## config.mk

```make
export PLATFORM = sky130hd
export DESIGN_NAME = serial_to_parallel_reg
export DESIGN_NICKNAME = d
export VERILOG_FILES = /design/src/rtl/serial_to_parallel_reg.sv
export SDC_FILE = /design/constraint.sdc
export NUM_CORES = 1
export LEC_CHECK = 0
export BUFFER_PORTS_ARGS = -buffer_cell sky130_fd_sc_hd__buf_2
export CORE_MARGIN = 3
export CORE_UTILIZATION = 50
export DETAILED_ROUTE_END_ITERATION = 6
export HOLD_SLACK_MARGIN = 0.08
export PLACE_DENSITY = 0.75
export SETUP_SLACK_MARGIN = 0.05
export SYNTH_ARGS = -nofsm -noshare
export SYNTH_HDL_FRONTEND = slang
export SYNTH_SLANG_ARGS = --single-unit
```

## constraint.sdc

```tcl
create_clock -name clk -period 1.95 [get_ports clk]
set_input_delay 0.2925 -clock clk [delete_from_list [all_inputs] [get_ports clk]]
set_output_delay 0.2925 -clock clk [all_outputs]
set_load 0.01 [all_outputs]
```

## src/rtl/serial_to_parallel_reg.sv

```systemverilog
// MSB-first bit-serial receiver: assembles WIDTH-bit words and hands them to a
// parallel consumer through a single holding register with valid/ready.
module serial_to_parallel_reg #(
    parameter int unsigned WIDTH = 32,
    parameter int unsigned CNT_W = 6
) (
    input  logic             clk,
    input  logic             reset,
    input  logic             flush,
    input  logic             sin,
    input  logic             sin_valid,
    output logic             sin_ready,
    output logic [WIDTH-1:0] out,
    output logic             out_valid,
    input  logic             out_ready,
    output logic [CNT_W-1:0] bit_count,
    output logic             overrun
);

    logic [WIDTH-1:0] shift_q;
    logic [WIDTH-1:0] out_q;
    logic [CNT_W-1:0] cnt_q;
    logic             out_valid_q;
    logic             overrun_q;

    logic             last_bit;
    logic             ready;
    logic             accept;
    logic             complete;
    logic             consume;
    logic [WIDTH-1:0] next_word;

    always_comb begin
        last_bit  = (cnt_q == CNT_W'(WIDTH - 1));
        // Stall only when the incoming bit would finish a word with nowhere to go.
        ready     = !(last_bit && out_valid_q && !out_ready);
        accept    = sin_valid && ready && !flush;
        complete  = accept && last_bit;
        consume   = out_valid_q && out_ready;
        next_word = {shift_q[WIDTH-2:0], sin};
    end

    always_ff @(posedge clk or negedge reset) begin
        if (!reset) begin
            shift_q     <= '0;
            cnt_q       <= '0;
            out_q       <= '0;
            out_valid_q <= 1'b0;
            overrun_q   <= 1'b0;
        end else begin
            if (sin_valid && !ready)
                overrun_q <= 1'b1;

            if (flush) begin
                shift_q <= '0;
                cnt_q   <= '0;
            end else if (accept) begin
                shift_q <= next_word;
                cnt_q   <= last_bit ? '0 : cnt_q + 1'b1;
            end

            // A completion in the same cycle as a consume reloads without a bubble.
            if (complete) begin
                out_q       <= next_word;
                out_valid_q <= 1'b1;
            end else if (consume) begin
                out_valid_q <= 1'b0;
            end
        end
    end

    assign sin_ready = ready;
    assign out       = out_q;
    assign out_valid = out_valid_q;
    assign bit_count = cnt_q;
    assign overrun   = overrun_q;

endmodule

```

Word-level counts from Yosys, hierarchy flattened

Cells that the tools add are included.

Register bits: 71
Input port bits: 6
Output and inout port bits: 41

Add/sub/neg operators: 1
Equal/unequal tests: 1
Muxes and demuxes: 7
Reductions and logical operators: 12

Operators with widths:

| operator                                                              | number |
|---|---|
| 31-bit 2-to-1 mux                                                     | 2 |
| 6-bit 2-to-1 mux                                                      | 3 |
| 1-bit logical AND                                                     | 7 |
| 6-bit by 1-bit adder with 6-bit output, second input constant         | 1 |
| 6-bit by 5-bit equality test with 1-bit output, second input constant | 1 |
| 2-bit nonzero test                                                    | 2 |
| 1-bit logical NOT                                                     | 3 |
| 1-bit 2-to-1 mux                                                      | 2 |

Depth between registers and ports, before layout

Word-level depth: 8
Depth in mapped cells: 6
Mapped depth without buffers: 4

Worst setup path after synthesis

OpenSTA, ideal clock, no wires.

Path type: register -> register
Start point: reg cnt_q[0], in the netlist bit_count[0]
End point: reg out_q[10], in the netlist out[10]
Library setup time: 125 ps
Data arrival time: 1799 ps
Required time: 1825 ps
Path slack: 26 ps
Stages on the path, launching flop included: 6
Buffers on the path: 1
Clock period less this slack: 1924 ps
Cells stage by stage: dfrtp_1 > ha_1 > nand4_4 > nor4_4 > buf_6 > mux2_2

Longest elaborated chain between the ends: 7

Ends and longest elaborated chain:

| item                                             | line | source |
|---|---|---|
| start: declaration                               | 22   | `logic [CNT_W-1:0] cnt_q;` |
| start signal: assignment                         | 59   | `cnt_q <= last_bit ? '0 : cnt_q + 1'b1;` |
| 6-bit by 5-bit equality test with 1-bit output * | 34   | `last_bit = (cnt_q == CNT_W'(WIDTH - 1));` |
| 1-bit logical AND (2 in a row)                   | 36   | `ready = !(last_bit && out_valid_q && !out_ready);` |
| 1-bit logical NOT                                | 36   |  |
| 1-bit logical AND (2 in a row)                   | 37   | `accept = sin_valid && ready && !flush;` |
| 1-bit logical AND *                              | 38   | `complete = accept && last_bit;` |
| end signal: assignment                           | 64   | `out_q <= next_word;` |
| end: declaration                                 | 21   | `logic [WIDTH-1:0] out_q;` |

Every way passes the cells marked *; elsewhere a longest branch is shown, timed or not.
A chain may end at the register's enable or synchronous reset.

Final worst setup path

Start point: reg cnt_q[0], in the netlist bit_count[0]
End point: out sin_ready

Longest elaborated chain between the ends: 4

Ends and longest elaborated chain:

| item                                           | line | source |
|---|---|---|
| 6-bit by 5-bit equality test with 1-bit output | 34   |  |
| 1-bit logical AND (2 in a row)                 | 36   |  |
| 1-bit logical NOT                              | 36   |  |
| end: declaration                               | 12   | `output logic sin_ready,` |

Every way passes these cells.

==> summary.md <==
| Metric | Value |
|---|---|
| Final hold vios | `0` |
| Clk buf depth | `2` |
| Placed instance count | `328` |
| Final period util | `93.9%` |
| Setup TNS | `0 ns` |
| Required @ worst endpoint | `1.66 ns` |
| Sink Count | `71` |
| CTS tree | `built` |
| I/O Pins | `47` |
| Worst hold path type | `input pin to flop` |
| Crit-path max FO | `4` |
| Status | `finished clean` |
| Clock transition at path regs | `0.08 ns` |
| Post-synth net total | `222` |
| Highest routed layer | `met4` |
| Syn avg cell area | `13.9 um2` |
| Fmax | `546 MHz` |
| Die Width | `83.4 um` |
| First-pass GRT wire length | `8.71 mm` |
| CP arrival | `1.54 ns` |
| Slowest stage delay, CP | `0.41 ns` |
| Number of global-route vias before repair | `1,862` |
| DRC Markers | `0` |
| Post-DRT Antenna Nets | `0` |
| Crit path capture type | `primary output` |
| Crit Path Class | `flop to primary output` |
| DRT Pass-1 Iters | `4` |
| Initial antenna violation count | `0` |
| Gr ovfl total | `0` |
| WL final | `5.16 mm` |
| Design Power | `2.81 mW` |
| Overall die height | `83.4 um` |
| Core area | `5640 um2` |
| Clk_lat worst skew | `0.34 ns` |
| Non-Filler Instances | `347` |
| Post-layout nets | `277` |
| Hold slack | `0.212 ns` |
| VDD IR-drop max | `490 uV` |
| Seq cells post-synth | `71` |
| Setup slack after layout | `0.119 ns` |
| Min Clock Period, post-route | `1.83 ns` |
| Cells after synthesis | `215` |
| Vias post-DR | `1,807` |
| Synth Warn # | `0` |
| Number of CTS-inserted buffers | `9` |
| Worst path depth | `5` |
| Worst Tran Pin Value | `0.520 ns` |
| Area grow syn2layout | `18.5%` |
| Unrepaired setup endpoints after global routing | `no` |
| Crit path cell chain | `ha_2 > nand4_4 > nor2_2 > nand2_1 > buf_2` |
| DR iter-0 viols | `91` |
| WL/cell | `14.9 um` |
| Dpl hpwl | `3.33 mm` |
| Layout cells sized above 1 | `38.9%` |
| Die area | `6960 um2` |
| IO Port Bufs | `46` |
| Critical path launch point type | `flop` |
| Met1 wire length | `2.43 mm` |
| Yosys cell types | `29` |
| Hold Path Depth | `2` |
| Vias per cell | `5.21` |
| Slew headroom | `65.3%` |
| Gr usage total | `15.5%` |
| Gpl congestion | `0.784` |
| Max H-tree Level | `3` |
| Largest net degree at the start of global routing | `72` |
| CP delay by family, top | `flip-flops` |
| Starting Density | `53.1%` |
| Leak | `1.89 nW` |
| Post-Syn Area | `3000 um2` |
| Worst R2R Path Depth | `5` |
| Setup Skew | `0.0101 ns` |
| PwrDens | `792 nW/um2` |
| Final setup violation count | `0` |
| Setup slack after placement | `0.139 ns` |
| Met2 routed WL | `2.43 mm` |
| WL met3 | `211 um` |
| Buf+Inv Stages, Crit Path | `1` |
| MaxCap Viol Count | `0` |
| Sequential element share of the synthesized area | `59.3%` |
| ANT cells | `0` |
| Root buf cell | `clkbuf_8` |
| CP max-delay cell | `dfrtp_1` |
| Row cnt | `27` |
| Max Slew Vio Count | `0` |
synthesized netlist by cell type:
library cell | n | area [um2]
a211oi_1 | 1 | 7.51
a21oi_1 | 2 | 10.0
a311oi_1 | 1 | 8.76
a31o_2 | 1 | 8.76
and2b_1 | 1 | 7.51
and3b_1 | 1 | 8.76
buf_2 | 3 | 15.0
buf_6 | 3 | 33.8
clkbuf_1 | 6 | 22.5
dfrtp_1 | 71 | 1780
ha_1 | 1 | 12.5
inv_1 | 1 | 3.75
mux2_1 | 4 | 45.0
mux2_2 | 29 | 327
mux2i_1 | 33 | 330
nand2_1 | 4 | 15.0
nand2b_1 | 36 | 225
nand3_1 | 2 | 10.0
nand4_4 | 1 | 21.3
nor2_1 | 3 | 11.3
nor2b_1 | 2 | 12.5
nor4_4 | 1 | 21.3
o21ai_0 | 1 | 5.00
o31a_1 | 1 | 8.76
o31ai_1 | 1 | 7.51
o32ai_1 | 2 | 17.5
or2_2 | 1 | 6.26
or2b_1 | 1 | 7.51
or4b_2 | 1 | 10.0
report_power, final:
| part | internal (mW) | switching [mW] | leakage [nW] |
|---|---|---|---|
| sequential | 1.48 | 0.00588 | 0.989 |
| combinational | 0.0519 | 0.0738 | 0.792 |
| clock | 0.666 | 0.535 | 0.107 |
path summary, 6_finish.rpt:
| check | from | end | slack (ns) |
|---|---|---|---|
| setup / recovery | bit_count[0] | sin_ready | 0.12 |
| min in group asynchronous | reset | bit_count[4] | 0.48 |
| setup reg to reg | bit_count[0] | out[12] | 0.18 |
| hold reg to reg | overrun | overrun | 0.48 |
| max in group asynchronous | reset | out[0] | 1.14 |
| hold / removal | sin | out[0] | 0.21 |
timing repair:
item	in CTS	in global routing
hold buffers	1	0
resized for setup	1	1
pin swaps	0	0
buffers inserted	0	2
setup endpoints to repair	1	2
hold endpoints to repair	71	0
placed cells by master (no fill, tap or decap), types with 2 or more instances in the layout:
| cell type | count |
|---|---|
| dfrtp_1 | 71 |
| buf_2 | 46 |
| nand2b_1 | 36 |
| mux2i_1 | 33 |
| mux2_2 | 29 |
| clkbuf_8 | 11 |
| buf_4 | 8 |
| nand2_1 | 4 |
| mux2_1 | 4 |
| nor2b_1 | 2 |
| nor2_1 | 2 |
| nand3_1 | 2 |
| o32ai_1 | 2 |
| a21oi_1 | 2 |
per-layer routing:
layer	up-vias	GRT usage, %
li1	860	-
met1	901	19.5
met3	10	3.87
met5	-	0
met4	0	7.46
met2	36	25.2
through the flow:
stage               utilization, %  instance area (um2)
finish                        62.9                 3550
global route                  62.9                 3550
CTS                           62.6                 3530
detailed placement            58.7                 3310
global placement              58.7                 3310
floorplan                        -                 3000
state kept, by name, summed over array words and instances, names as in the netlist:
name       flops
bit_count      6
out           32
out_valid      1
overrun        1
shift_q       31
final cells by class:
cell class | instances | area (um2)
repair buffers | 56 | 320
multi-input cells | 131 | 1150
flip-flops and latches | 71 | 1780
fillers | 441 | 2090
clock buffers | 12 | 155
well taps | 72 | 90.1
clock inverters | 4 | 52.6
inverters | 1 | 3.75
cell families after synthesis:
kind of cell,Yosys count,share of synthesized area [%]
simple gates,54,11.9
flops,71,59.3
compound gates,10,2.46
fa+ha+maj,1,0.417
buf+inv,13,2.50
mux,66,23.4
(Power assumes the default switching activity.)
